==> config.mk <==
export PLATFORM = sky130hd
export DESIGN_NAME = queue_sensor_ctrl
export DESIGN_NICKNAME = d
export VERILOG_FILES = /design/src/rtl/queue_sensor_ctrl.sv
export SDC_FILE = /design/constraint.sdc
export NUM_CORES = 1
export LEC_CHECK = 0
export CORE_ASPECT_RATIO = 1.75
export CORE_MARGIN = 5
export CORE_UTILIZATION = 45
export CTS_CLUSTER_SIZE = 14
export DETAILED_ROUTE_END_ITERATION = 10
export HOLD_SLACK_MARGIN = 0.02
export PLACE_DENSITY = 0.7
export SETUP_SLACK_MARGIN = 0.05
export SYNTH_ARGS = -nofsm -noshare
export SYNTH_HDL_FRONTEND = slang
export SYNTH_SLANG_ARGS = --single-unit
==> constraint.sdc <==
create_clock -name clk -period 2.67 [get_ports clk]
set_input_delay 0.534 -clock clk [delete_from_list [all_inputs] [get_ports clk]]
set_output_delay 0.534 -clock clk [all_outputs]
set_load 0.02 [all_outputs]
==> src/rtl/queue_sensor_ctrl.sv <==
`default_nettype none
// ============================================================================
//  Module      : queue_sensor_ctrl
//  Description : Debounces the entry/exit photocells of a service queue,
//                buffers detected passages in small pending counters and
//                drives an up/down queue counter through a one-cycle strobe
//                framed by SETUP and HOLD cycles. Exits are served first.
//  Revision    : 1.0 - initial release
// ============================================================================
module queue_sensor_ctrl #(
    parameter int DB_CYCLES = 4,
    parameter int PEND_W    = 2
) (
    input  logic clk,
    input  logic reset_n,
    input  logic front_pcell,
    input  logic back_pcell,
    input  logic full,
    input  logic empty,
    output logic count,
    output logic up_down,
    output logic busy,
    output logic drop_err
);

    localparam logic [3:0]        c_run_last = 4'(DB_CYCLES - 1);
    localparam logic [PEND_W-1:0] c_pend_max = {PEND_W{1'b1}};

    localparam logic [1:0] S_IDLE  = 2'd0;
    localparam logic [1:0] S_SETUP = 2'd1;
    localparam logic [1:0] S_PULSE = 2'd2;
    localparam logic [1:0] S_HOLD  = 2'd3;

    // Index 0 is the entry cell, index 1 the exit cell.
    logic [1:0] w_raw;
    logic [1:0] w_rise;
    logic [1:0] w_pend_nz;
    logic [1:0] w_take;
    logic [1:0] w_sat_drop;

    logic [1:0] r_state;
    logic [1:0] w_state_nxt;
    logic       w_sel_entry;
    logic       w_sel_exit;
    logic       w_sel_blocked;
    logic       w_count_nxt;
    logic       w_up_down_nxt;
    logic       w_drop_nxt;

    assign w_raw = {back_pcell, front_pcell};

    generate
        for (genvar i = 0; i < 2; i++) begin : g_cell
            logic              r_sync1;
            logic              r_sync2;
            logic              r_deb;
            logic              r_deb_q;
            logic [3:0]        r_run;
            logic [PEND_W-1:0] r_pend;
            logic              w_full_cnt;

            assign w_full_cnt    = (r_pend == c_pend_max);
            assign w_rise[i]     = r_deb & ~r_deb_q;
            assign w_pend_nz[i]  = |r_pend;
            // A new event is lost only when the counter is full and nothing is taken out this cycle.
            assign w_sat_drop[i] = w_rise[i] & ~w_take[i] & w_full_cnt;

            // Synchronize the raw cell and accept a new level only after a stable run.
            always_ff @(posedge clk or negedge reset_n) begin
                if (!reset_n) begin
                    r_sync1 <= 1'b0;
                    r_sync2 <= 1'b0;
                    r_deb   <= 1'b0;
                    r_deb_q <= 1'b0;
                    r_run   <= 4'd0;
                end else begin
                    r_sync1 <= w_raw[i];
                    r_sync2 <= r_sync1;
                    r_deb_q <= r_deb;
                    if (r_sync2 == r_deb) begin
                        r_run <= 4'd0;
                    end else if (r_run == c_run_last) begin
                        r_deb <= ~r_deb;
                        r_run <= 4'd0;
                    end else begin
                        r_run <= r_run + 4'd1;
                    end
                end
            end

            // Count debounced passages waiting for service; simultaneous add and take cancel.
            always_ff @(posedge clk or negedge reset_n) begin
                if (!reset_n) begin
                    r_pend <= '0;
                end else if (w_rise[i] && !w_take[i]) begin
                    if (!w_full_cnt) begin
                        r_pend <= r_pend + 1'b1;
                    end
                end else if (!w_rise[i] && w_take[i]) begin
                    r_pend <= r_pend - 1'b1;
                end
            end
        end
    endgenerate

    // Exit requests win over entry requests; full/empty only matter at selection.
    assign w_sel_exit    = (r_state == S_IDLE) & w_pend_nz[1];
    assign w_sel_entry   = (r_state == S_IDLE) & ~w_pend_nz[1] & w_pend_nz[0];
    assign w_take        = {w_sel_exit, w_sel_entry};
    assign w_sel_blocked = (w_sel_entry & full) | (w_sel_exit & empty);

    // State register.
    always_ff @(posedge clk or negedge reset_n) begin
        if (!reset_n) begin
            r_state <= S_IDLE;
        end else begin
            r_state <= w_state_nxt;
        end
    end

    // Next-state logic: a blocked selection is consumed but stays in IDLE.
    always_comb begin
        w_state_nxt = r_state;
        case (r_state)
            S_IDLE: begin
                if ((w_sel_entry || w_sel_exit) && !w_sel_blocked) begin
                    w_state_nxt = S_SETUP;
                end
            end
            S_SETUP: w_state_nxt = S_PULSE;
            S_PULSE: w_state_nxt = S_HOLD;
            default: w_state_nxt = S_IDLE;
        endcase
    end

    // Output decode: direction loads only when leaving IDLE, strobe follows PULSE.
    always_comb begin
        w_count_nxt   = (w_state_nxt == S_PULSE);
        w_up_down_nxt = up_down;
        if (r_state == S_IDLE && w_state_nxt == S_SETUP) begin
            w_up_down_nxt = w_sel_entry;
        end
        w_drop_nxt = w_sel_blocked | (|w_sat_drop);
    end

    // Registered outputs so the counter sees glitch-free strobe and direction.
    always_ff @(posedge clk or negedge reset_n) begin
        if (!reset_n) begin
            count    <= 1'b0;
            up_down  <= 1'b1;
            drop_err <= 1'b0;
        end else begin
            count    <= w_count_nxt;
            up_down  <= w_up_down_nxt;
            drop_err <= w_drop_nxt;
        end
    end

    assign busy = (r_state != S_IDLE);

endmodule
`default_nettype wire

==> results.rst, run 1 <==
.. list-table::
   :header-rows: 1

   * - Metric
     - Value
   * - Result of the run
     - complete, no violations
   * - First-iteration detailed-routing DRC count
     - 5
   * - Gate count after technology mapping
     - 93
   * - Vias in the first global route
     - 722
   * - Total routing resource utilization after global routing
     - 0.118
   * - Worst min-delay path startpoint
     - g_cell[0].r_sync1$_DFF_PN0_
   * - IO buf count
     - 9
   * - Least-Margin Pin Slew
     - 0.358 ns
   * - Critical setup path kind
     - register to primary output
   * - Worst slack on hold paths
     - 0.354 ns
   * - Clock input transition at the sequential cells of the worst setup and hold paths
     - 0.08 ns
   * - Mux contribution to synthesized area
     - 0.0484
   * - Final hold viol count
     - 0
   * - Power, Total
     - 1.31 mW
   * - CP arrival
     - 1.70 ns
   * - Clock H-tree levels
     - 1
   * - Slew HR
     - 0.761
   * - Number of I/O pins
     - 10
   * - Area contributors post-synth
     - sky130_fd_sc_hd__dfrtp_1, sky130_fd_sc_hd__ha_1, sky130_fd_sc_hd__mux2i_1, sky130_fd_sc_hd__dfstp_2, sky130_fd_sc_hd__xnor2_1
   * - Number of stages on the worst hold path
     - 0
   * - Row Count
     - 23
   * - Reg-to-reg critical path endpoint
     - r_state[0]$_DFF_PN0_
   * - Floorplan die area
     - 0.00353 sq mm
   * - Hold path endpoint
     - g_cell[0].r_sync2$_DFF_PN0_
   * - Total number of vias
     - 693
   * - Ys flop type
     - sky130_fd_sc_hd__dfrtp_1
   * - Combinational family with the most area after synthesis
     - simple AND/OR/NAND/NOR gates
   * - Final-stage net count
     - 118
   * - Total wire length
     - 1600 um
   * - Fraction of registers with async set or reset after synthesis
     - 1.00
   * - Final HPWL DP
     - 1230 um
   * - Root Buffer
     - sky130_fd_sc_hd__clkbuf_8
   * - Register bit count reported by yosys
     - 25
   * - Placer congestion estimate
     - 0.771
   * - Die Y-Extent
     - 75.0 um
   * - DRC Markers
     - 0
   * - Post-synth EDFFs
     - 0
   * - Post-DR vias/cell
     - 5.29
   * - Slew Limit Fails
     - 0
   * - Proportion of layout cells with a drive suffix above 1
     - 0.0755
   * - Number of antenna violations at the first check in global routing
     - 0
   * - Simple-gate share of the synthesized area
     - 0.174
   * - Net count after synthesis
     - 104
   * - CP Max Fanout
     - 7
   * - Category of the worst setup path capture point
     - primary output
   * - Top cells by instance count after synthesis
     - sky130_fd_sc_hd__dfrtp_1, sky130_fd_sc_hd__nor2_1
   * - Share of the yosys chip area belonging to registers
     - 0.578
   * - Max Clock Skew
     - 0.00144 ns
   * - Portion of synthesized cell area occupied by the leading cell type
     - 0.554
   * - Number of distinct library cells after synthesis
     - 27
   * - Syn Std Cell Area
     - 0.00108 sq mm
   * - Clock latency on the worst-skew pair
     - 0.26 ns
   * - Clock tree from TritonCTS
     - yes
   * - Post-CTS setup buffer count
     - 0
   * - Die X-Extent
     - 47.1 um
   * - Hold crit path type
     - register to register
   * - Startpoint Class
     - register
   * - Fmax
     - 0.447 GHz
   * - Setup slack, reg-to-reg
     - 0.82 ns
   * - Period Utilization, post-route
     - 0.838
   * - Antenna Nets Post-Route
     - 0
   * - Max-capacitance violation count
     - 0
   * - Total of warnings raised by yosys
     - 0
   * - Reg2reg start
     - r_state[1]$_DFF_PN0_
   * - Antenna Cells
     - 0
   * - Post-synthesis xor/xnor area fraction
     - 0.0484
   * - Buffers from clock root to sink, at most
     - 2
   * - Core Util, Final
     - 0.542
   * - Maximum number of pins on one net before global-route repair
     - 26
   * - Fillers
     - 213
   * - GRT Residual Overflow
     - 0
   * - Cell accounting for the most synthesized area
     - sky130_fd_sc_hd__dfrtp_1
   * - Wire length of the first global-routing pass
     - 2910 um
   * - Number of search-and-repair iterations in the first detailed-routing pass
     - 4
   * - Most repeated cell in the gate-level netlist after synthesis
     - sky130_fd_sc_hd__dfrtp_1
   * - Power per Cell Area
     - 1050 mW/mm^2
   * - Setup tns final
     - 0 ns
   * - Time the final worst path needs with I/O delays and setup
     - 2.24 ns
   * - RSZ-0062 raised after global routing
     - false
   * - Data required time of the worst path
     - 2.14 ns
   * - Mean routed wirelength per cell
     - 12.2 um
   * - Sink count of the clock tree
     - 25
   * - Post-place instance area
     - 0.00120 sq mm
   * - Compound-gate portion of the synthesized area
     - 0.0692
   * - Num CTS Buffers
     - 3
   * - Placeable core area
     - 0.00230 sq mm
   * - Post-Synthesis Mean Instance Area
     - 11.7 sq um
   * - Number of cells upsized or downsized after cts
     - 0
   * - Post-route cell area
     - 0.00125 sq mm
   * - Fraction of the mapped netlist area in adder cells
     - 0.0577
   * - Initial Utilization
     - 0.471
   * - Peak supply drop
     - 0.539 mV
   * - Leak
     - 0.571 nW
   * - Cells on worst reg2reg path
     - 6
   * - Quantity of hold-fixing buffers added after cts
     - 0
   * - Area growth, synth to finish
     - 15.1%
   * - Setup violation total in the final timing report
     - 0
## final cells by class
type	instances	area (sq um)	area share
well taps	25	31.3	0.0251
clock inverters	1	5.00	0.00401
repair buffers	10	97.6	0.0782
flip-flops and latches	25	627	0.502
inverters	4	15.0	0.0120
multi-input cells	63	432	0.346
clock buffers	3	41.3	0.0331
## routing by layer
| layer | wire, um | global-route usage |
|---|---|---|
| met1 | 691 | 0.127 |
| met2 | 805 | 0.191 |
| met3 | 46 | 0.0239 |
| met4 | 53 | 0.0923 |
| met5 | 0 | 0 |
## registers in the layout, summed over array words and instances, names as in the netlist
register        count
g_cell.r_deb        2
g_cell.r_pend       4
g_cell.r_run        8
g_cell.r_deb_q      2
count               1
r_state             2
g_cell.r_sync2      2
g_cell.r_sync1      2
up_down             1
drop_err            1
## layout by cell type, fill, tap and decap left out, types with 4 or more instances in the layout
| cell type | instances |
|---|---|
| sky130_fd_sc_hd__clkdlybuf4s50_1 | 9 |
| sky130_fd_sc_hd__dfrtp_1 | 24 |
| sky130_fd_sc_hd__ha_1 | 5 |
| sky130_fd_sc_hd__inv_1 | 4 |
| sky130_fd_sc_hd__nand2_1 | 5 |
| sky130_fd_sc_hd__nand2b_1 | 4 |
| sky130_fd_sc_hd__nand3_1 | 5 |
| sky130_fd_sc_hd__nor2_1 | 6 |
| sky130_fd_sc_hd__o21ai_0 | 5 |
## worst max path at each step
stage | cells after the start | from | end | slack, ns
after floorplan | 7 | r_state[1]$_DFF_PN0_ | up_down$_DFFE_PN1P_ | 0.92
after global placement | 4 | r_state[0]$_DFF_PN0_ | busy | 0.76
after detailed placement | 4 | r_state[0]$_DFF_PN0_ | busy | 0.71
after CTS | 4 | r_state[0]$_DFF_PN0_ | busy | 0.42
after global routing | 4 | r_state[0]$_DFF_PN0_ | busy | 0.33
final | 4 | r_state[0]$_DFF_PN0_ | busy | 0.43
## cells by family (layout without fill, tap and decap cells)
logic type               count (synthesis)  count (layout)
multiplexers                             5               5
AO/OA/AOI/OAI                           12              12
flip-flops                              25              25
adder cells (fa/ha/maj)                  5               5
AND/OR/NAND/NOR                         35              35
XOR/XNOR                                 6               6
buffers and inverters                    5              18
## report_power, final
part / switching, mW / internal (mW) / total (mW)
combinational: 0.259 / 0.243 / 0.502
clock: 0.109 / 0.104 / 0.213
sequential: 0.0913 / 0.505 / 0.597
## worst max-delay path, cell delays in order (launching register included)
cell                              delay (ns)
sky130_fd_sc_hd__dfrtp_1                0.39
sky130_fd_sc_hd__inv_1                  0.08
sky130_fd_sc_hd__ha_1                   0.28
sky130_fd_sc_hd__inv_1                  0.09
sky130_fd_sc_hd__clkdlybuf4s50_1        0.60
## stage by stage
step | std cells | setup slack [ns]
6_report | 131 | 0.434
5_1_grt | 131 | 0.331
4_1_cts | 131 | 0.421
3_5_place_dp | 127 | 0.712
3_3_place_gp | 127 | 0.764
2_1_floorplan | 93 | 0.921
(Power assumes the default switching activity.)
==> inputs of run 2 (changes only) <==
Clock period 2.67 ns to 2.1 ns, I/O delays scaled along.
==> run 2 against run 1 <==
Via count rose by 0.14%; utilization down 0.054 points; flip-flop and latch count did not move; largest power group unchanged.
==> results.rst, run 2 (synthesis results as in run 1) <==
.. list-table::
   :header-rows: 1

   * - Metric
     - Value
   * - Setup violation total in the final timing report
     - 0 (unchanged)
   * - First-iteration detailed-routing DRC count
     - 6 (+1)
   * - Result of the run
     - complete, no violations
   * - Post-CTS setup buffer count
     - 0 (unchanged)
   * - Number of stages on the worst hold path
     - 0 (unchanged)
   * - DRC Markers
     - 0 (unchanged)
   * - Clock tree from TritonCTS
     - yes
   * - Leak
     - 0.571 nW (about the same)
   * - Leading registers by flop count
     - g_cell.r_run x8, g_cell.r_pend x4
   * - Fraction of power consumed by sequential logic
     - 0.455 (about the same)
   * - Slew HR
     - 0.736 (-0.0250)
   * - Number of search-and-repair iterations in the first detailed-routing pass
     - 2 (-2)
   * - Antenna Nets Post-Route
     - 0 (unchanged)
   * - Share of power burned in combinational logic
     - 0.377 (-0.006)
   * - Final HPWL DP
     - 1300 um (+5.1%)
   * - Number of antenna violations at the first check in global routing
     - 0 (unchanged)
   * - Num CTS Buffers
     - 3 (unchanged)
   * - Most frequent cells in the layout
     - sky130_fd_sc_hd__dfrtp_1, sky130_fd_sc_hd__clkdlybuf4s50_1, sky130_fd_sc_hd__nor2_1
   * - Die X-Extent
     - 47.1 um (unchanged)
   * - Max FFs per register
     - 8 (unchanged)
   * - Final hold viol count
     - 0 (unchanged)
   * - Sw power
     - 0.604 mW (+32%)
   * - Mean routed wirelength per cell
     - 13.1 um (+7.8%)
   * - Cells on worst reg2reg path
     - 6 (unchanged)
   * - Maximum number of pins on one net before global-route repair
     - 26 (unchanged)
   * - Time the final worst path needs with I/O delays and setup
     - 1.88 ns
   * - GRT Residual Overflow
     - 0 (unchanged)
   * - Clock H-tree levels
     - 1 (unchanged)
   * - Hold crit path type
     - register to register
   * - Final-stage net count
     - 118 (unchanged)
   * - Data required time of the worst path
     - 1.68 ns (-0.46 ns)
   * - Wire length of the first global-routing pass
     - 2880 um (-0.93%)
   * - Vias in the first global route
     - 691 (-4.3%)
   * - CP Max Fanout
     - 7 (unchanged)
   * - Number of I/O pins
     - 10 (unchanged)
   * - Internal power
     - 1.08 mW (+26%)
   * - Placeable core area
     - 0.00230 sq mm (unchanged)
   * - Leading cell type in the layout, fill and taps excluded
     - sky130_fd_sc_hd__dfrtp_1
   * - Max-capacitance violation count
     - 0 (unchanged)
   * - Row Count
     - 23 (unchanged)
   * - Clk pwr share
     - 0.168 (+0.006)
   * - Die Y-Extent
     - 75.0 um (unchanged)
   * - Proportion of layout cells with a drive suffix above 1
     - 0.0755 (unchanged)
   * - Post-DR vias/cell
     - 5.30 (+0.14%)
   * - Area growth, synth to finish
     - 15.0%
   * - Total number of vias
     - 694 (+0.14%)
   * - Category of the worst setup path capture point
     - primary output
   * - Fillers
     - 208 (-2.3%)
   * - Root Buffer
     - sky130_fd_sc_hd__clkbuf_8
   * - Setup tns final
     - 0 ns (unchanged)
   * - Floorplan die area
     - 0.00353 sq mm (unchanged)
   * - Total routing resource utilization after global routing
     - 0.117 (-0.000363)
   * - Placer congestion estimate
     - 0.765 (-0.80%)
   * - Switching Share
     - 0.360 (+0.00951)
   * - Sink count of the clock tree
     - 25 (unchanged)
   * - Total wire length
     - 1720 um (+7.8%)
   * - IO buf count
     - 9 (unchanged)
   * - Clock input transition at the sequential cells of the worst setup and hold paths
     - 0.08 ns (about the same)
   * - CP arrival
     - 1.46 ns (-0.24 ns)
   * - Period Utilization, post-route
     - 0.897
   * - Power per Cell Area
     - 1350 mW/mm^2 (+28%)
   * - RSZ-0062 raised after global routing
     - false
   * - Buffers from clock root to sink, at most
     - 2 (unchanged)
   * - Initial Utilization
     - 0.471 (unchanged)
   * - Critical setup path kind
     - register to primary output
   * - Slew Limit Fails
     - 0 (unchanged)
   * - Clock latency on the worst-skew pair
     - 0.27 ns (about the same)
   * - Least-Margin Pin Slew
     - 0.393 ns (+0.0356 ns)
   * - Startpoint Class
     - register
   * - Core Util, Final
     - 0.542 (-0.000543)
   * - Fmax
     - 0.531 GHz
   * - Antenna Cells
     - 0 (unchanged)
   * - Max Clock Skew
     - 0.00288 ns (+0.00144 ns)
   * - Peak supply drop
     - 0.612 mV (+14%)
   * - Register containing the most flip-flops in the final layout
     - g_cell.r_run
==> run 2: changes by cell type in the layout (fill, tap and decap cells not counted) <==
cell	before	now
sky130_fd_sc_hd__dlygate4sd2_1	0	1
sky130_fd_sc_hd__clkdlybuf4s50_1	9	8
==> run 2: path summary, 6_finish.rpt <==
| check | from | endpoint | slack (ns) |
|---|---|---|---|
| max reg2reg | r_state[1]$_DFF_PN0_ | r_state[0]$_DFF_PN0_ | 0.24 |
| max | r_state[1]$_DFF_PN0_ | busy | 0.22 |
| min reg2reg | g_cell[0].r_sync1$_DFF_PN0_ | g_cell[0].r_sync2$_DFF_PN0_ | 0.36 |
| max in group asynchronous | reset_n | up_down$_DFFE_PN1P_ | 1.30 |
| min in group asynchronous | reset_n | g_cell[0].r_run[3]$_DFF_PN0_ | 0.51 |
| min | g_cell[0].r_sync1$_DFF_PN0_ | g_cell[0].r_sync2$_DFF_PN0_ | 0.36 |
==> run 2: routing by layer <==
| layer | GRT usage | vias to the layer above | share of wire |
|---|---|---|---|
| met5 | 0 | - | 0 |
| met4 | 0.0800 | 0 | 0.028 |
| met3 | 0.0215 | 5 | 0.035 |
| met2 | 0.210 | 11 | 0.54 |
| met1 | 0.114 | 334 | 0.40 |
| li1 | - | 344 | - |
==> run 2: power groups by stage <==
stage / clock network, mW / logic, mW / registers, mW
final: 0.283 / 0.633 / 0.764
after global placement: 0 / 0.618 / 0.759
after detailed placement: 0 / 0.648 / 0.778
after CTS: 0.292 / 0.643 / 0.767
after floorplan: 0 / 0.466 / 0.776
after global routing: 0.305 / 0.715 / 0.788
==> run 2: repair_timing <==
action / 4_1_cts / 5_1_grt
gates resized for setup: 1 / 0
hold buffers: 0 / 0
setup endpoints to repair: 1 / 0
endpoints found under the hold margin: 0 / 0
==> run 2: layout make-up <==
type	count	area, sq um	share of cell area
sequential	25	627	0.503
multi-input combinational	63	432	0.346
timing repair buffer	10	96.3	0.0772
clock buffer	3	41.3	0.0331
tap	25	31.3	0.0251
inverter	4	15.0	0.0120
clock inverter	1	5.00	0.00401
==> run 2: critical path, stage by stage, from the launching register on <==
cell                            delay, ns
sky130_fd_sc_hd__dfrtp_1             0.42
sky130_fd_sc_hd__inv_1               0.11
sky130_fd_sc_hd__ha_1                0.28
sky130_fd_sc_hd__inv_1               0.07
sky130_fd_sc_hd__dlygate4sd2_1       0.32
==> run 2: through the flow <==
step	hold WS, ns	worst slack, ns	area [sq um]	power, mW	cells
global route	0.378	0.0792	1250	1.81	131
global placement	0.338	0.305	1200	1.38	127
floorplan	0.124	0.351	1080	1.24	93
detailed placement	0.345	0.255	1200	1.43	127
finish	0.363	0.217	1250	1.68	131
CTS	0.365	0.198	1250	1.70	131
==> inputs of run 3 (changes only) <==
Settings changed: PLACE_DENSITY 0.7 to 0.72.
Clock period 2.1 ns to 1.5 ns, I/O delays scaled along.
==> run 3 against run 2 <==
Highest routed layer unchanged; power grew 56%; clock-buffer cell count is the same; utilization grew 4.1 points.
==> results.rst, run 3 (synthesis results as in run 1) <==
.. list-table::
   :header-rows: 1

   * - Metric
     - Value
   * - Result of the run
     - complete, no violations
   * - Wire length of the first global-routing pass
     - 3130 um (+8.4%)
   * - Final-stage net count
     - 126 (+6.8%)
   * - Leak
     - 0.621 nW (+8.8%)
   * - Num CTS Buffers
     - 3 (unchanged)
   * - Placer congestion estimate
     - 0.778 (+1.7%)
   * - Total number of vias
     - 725 (+4.5%)
   * - CP Max Fanout
     - 6 (-1)
   * - Mean routed wirelength per cell
     - 12.7 um (-3.0%)
   * - Floorplan die area
     - 0.00353 sq mm (unchanged)
   * - Post-layout worst setup margin
     - 0.0616 ns (-0.155 ns)
   * - Cell type of the slowest stage on the worst timing path
     - sky130_fd_sc_hd__or3_4
   * - Ordered cell list for the critical path
     - or2_4, or3_4, xor2_1, mux2i_1
   * - Area growth, synth to finish
     - 23.6%
   * - Number of I/O pins
     - 10 (unchanged)
   * - Multi-input gate area
     - 463 sq um (+7.2%)
   * - Vias in the first global route
     - 758 (+9.7%)
   * - DRC Markers
     - 0 (unchanged)
   * - Setup tns final
     - 0 ns (unchanged)
   * - Maximum number of pins on one net before global-route repair
     - 21 (-19%)
   * - Reg2reg start
     - g_cell[1].r_pend[0]$_DFFE_PN0P_
   * - Data required time of the worst path
     - 1.70 ns (+0.02 ns)
   * - Antenna Cells
     - 0 (unchanged)
   * - Internal power
     - 1.70 mW (+58%)
   * - Antenna Nets Post-Route
     - 0 (unchanged)
   * - Startpoint Class
     - register
   * - First-iteration detailed-routing DRC count
     - 17 (+11)
   * - Most frequent cells in the layout
     - sky130_fd_sc_hd__dfrtp_1, sky130_fd_sc_hd__buf_4, sky130_fd_sc_hd__nor2_1
   * - Die Y-Extent
     - 75.0 um (unchanged)
   * - Max-capacitance violation count
     - 0 (unchanged)
   * - CP peak stage delay
     - 0.41 ns (about the same)
   * - Total wire length
     - 1770 um (+2.9%)
   * - Period Utilization, post-route
     - 0.959
   * - Total routing resource utilization after global routing
     - 0.127 (+0.0100)
   * - Hold crit path type
     - input port to async pin
   * - Max FFs per register
     - 8 (unchanged)
   * - Clock H-tree levels
     - 1 (unchanged)
   * - Buffers from clock root to sink, at most
     - 2 (unchanged)
   * - Number of search-and-repair iterations in the first detailed-routing pass
     - 4 (+2)
   * - Number of antenna violations at the first check in global routing
     - 0 (unchanged)
   * - Total number of cells along the worst setup path
     - 4 (unchanged)
   * - Share of power burned in combinational logic
     - 0.452 (+0.075)
   * - Worst slack on hold paths
     - 0.260 ns (-0.103 ns)
   * - RSZ-0062 raised after global routing
     - true
   * - IO buf count
     - 9 (unchanged)
   * - Cells on worst reg2reg path
     - 4 (-2)
   * - Clock tree from TritonCTS
     - yes
   * - Cell family with the largest share of critical-path delay
     - simple AND/OR/NAND/NOR gates
   * - Row Count
     - 23 (unchanged)
   * - Peak supply drop
     - 0.878 mV (+43%)
   * - Clk pwr share
     - 0.154 (-0.014)
   * - Fmax
     - 0.695 GHz
   * - Register containing the most flip-flops in the final layout
     - g_cell.r_run
   * - Fraction of power consumed by sequential logic
     - 0.394 (-0.061)
   * - Sink count of the clock tree
     - 25 (unchanged)
   * - Seq. cell area
     - 627 sq um (unchanged)
   * - GRT Residual Overflow
     - 0 (unchanged)
   * - Proportion of layout cells with a drive suffix above 1
     - 0.219 (+0.144)
   * - Leading cell type in the layout, fill and taps excluded
     - sky130_fd_sc_hd__dfrtp_1
   * - Least-Margin Pin Slew
     - 0.360 ns (-0.0335 ns)
   * - Die X-Extent
     - 47.1 um (unchanged)
   * - Post-DR vias/cell
     - 5.22 (-1.5%)
   * - Initial Utilization
     - 0.471 (unchanged)
   * - Switching Share
     - 0.354 (-0.00553)
   * - Setup violation total in the final timing report
     - 0 (unchanged)
   * - Sw power
     - 0.930 mW (+54%)
   * - Leading registers by flop count
     - g_cell.r_run x8, g_cell.r_pend x4
   * - Fillers
     - 191 (-8.2%)
   * - Reg-to-reg critical path endpoint
     - g_cell[0].r_pend[0]$_DFFE_PN0P_
   * - Root Buffer
     - sky130_fd_sc_hd__clkbuf_8
   * - Placeable core area
     - 0.00230 sq mm (unchanged)
   * - Time the final worst path needs with I/O delays and setup
     - 1.44 ns
   * - Slew Limit Fails
     - 0 (unchanged)
   * - Clock latency on the worst-skew pair
     - 0.27 ns (about the same)
   * - Power per Cell Area
     - 1960 mW/mm^2 (+45%)
   * - Critical setup path kind
     - register to register
   * - Slew HR
     - 0.759 (+0.0224)
   * - Max Clock Skew
     - 0.00185 ns (-0.00103 ns)
   * - CP arrival
     - 1.64 ns (+0.18 ns)
   * - Setup slack, reg-to-reg
     - 0.06 ns (-0.18 ns)
   * - Quantity of hold-fixing buffers added after cts
     - 0 (unchanged)
   * - Clock input transition at the sequential cells of the worst setup and hold paths
     - 0.09 ns (about the same)
   * - Critical path buffers and inverters
     - 0 (-3)
   * - Pre-CTS WS
     - -0.0301 ns (-0.286 ns)
   * - Category of the worst setup path capture point
     - register
   * - Final HPWL DP
     - 1360 um (+5.1%)
   * - Final hold viol count
     - 0 (unchanged)
-- run 3: power by group through the flow --
| stage | Clock, mW | Combinational [mW] | Sequential, mW |
|---|---|---|---|
| after CTS | 0.416 | 1.16 | 1.04 |
| after global routing | 0.435 | 1.35 | 1.07 |
| after detailed placement | 0 | 1.15 | 1.05 |
| after floorplan | 0 | 0.705 | 1.09 |
| final | 0.405 | 1.19 | 1.03 |
| after global placement | 0 | 1.09 | 1.04 |
-- run 3: worst max-delay path by stage --
| stage | from | end | slack (ns) |
|---|---|---|---|
| after detailed placement | empty | up_down$_DFFE_PN1P_ | -0.03 |
| final | g_cell[1].r_pend[0]$_DFFE_PN0P_ | g_cell[0].r_pend[0]$_DFFE_PN0P_ | 0.06 |
| after global placement | empty | up_down$_DFFE_PN1P_ | -0.02 |
| after global routing | r_state[1]$_DFF_PN0_ | g_cell[0].r_pend[0]$_DFFE_PN0P_ | -0.01 |
| after CTS | r_state[1]$_DFF_PN0_ | busy | 0.01 |
| after floorplan | r_state[1]$_DFF_PN0_ | g_cell[0].r_pend[0]$_DFFE_PN0P_ | 0.006 |
-- run 3: through the flow --
step	instances	power, mW	util	instance area, sq um
2_1_floorplan	93	1.80	-	1100
3_3_place_gp	134	2.13	0.552	1270
3_5_place_dp	134	2.20	0.552	1270
4_1_cts	138	2.61	0.577	1330
5_1_grt	139	2.85	0.583	1340
6_report	139	2.63	0.583	1340
-- run 3: cell type report --
class / instances / area share
multi-input cells: 63 / 0.345
well taps: 25 / 0.0233
flip-flops and latches: 25 / 0.467
clock buffers: 3 / 0.0308
clock inverters: 1 / 0.00560
repair buffers: 18 / 0.115
inverters: 4 / 0.0131
-- run 3: repair_timing --
action / 4_1_cts / 5_1_grt
setup endpoints to repair: 8 / 8
gates cloned: 0 / 0
gates resized for setup: 8 / 5
buffers inserted: 0 / 1
pin swaps: 0 / 2
-- run 3: metal layers --
| metal | vias up | global-route usage | wire (um) |
|---|---|---|---|
| met4 | 0 | 0.0892 | 68 |
| met3 | 7 | 0.0215 | 63 |
| met1 | 346 | 0.133 | 687 |
| met2 | 12 | 0.219 | 953 |
| met5 | - | 0 | 0 |
| li1 | 360 | - | - |
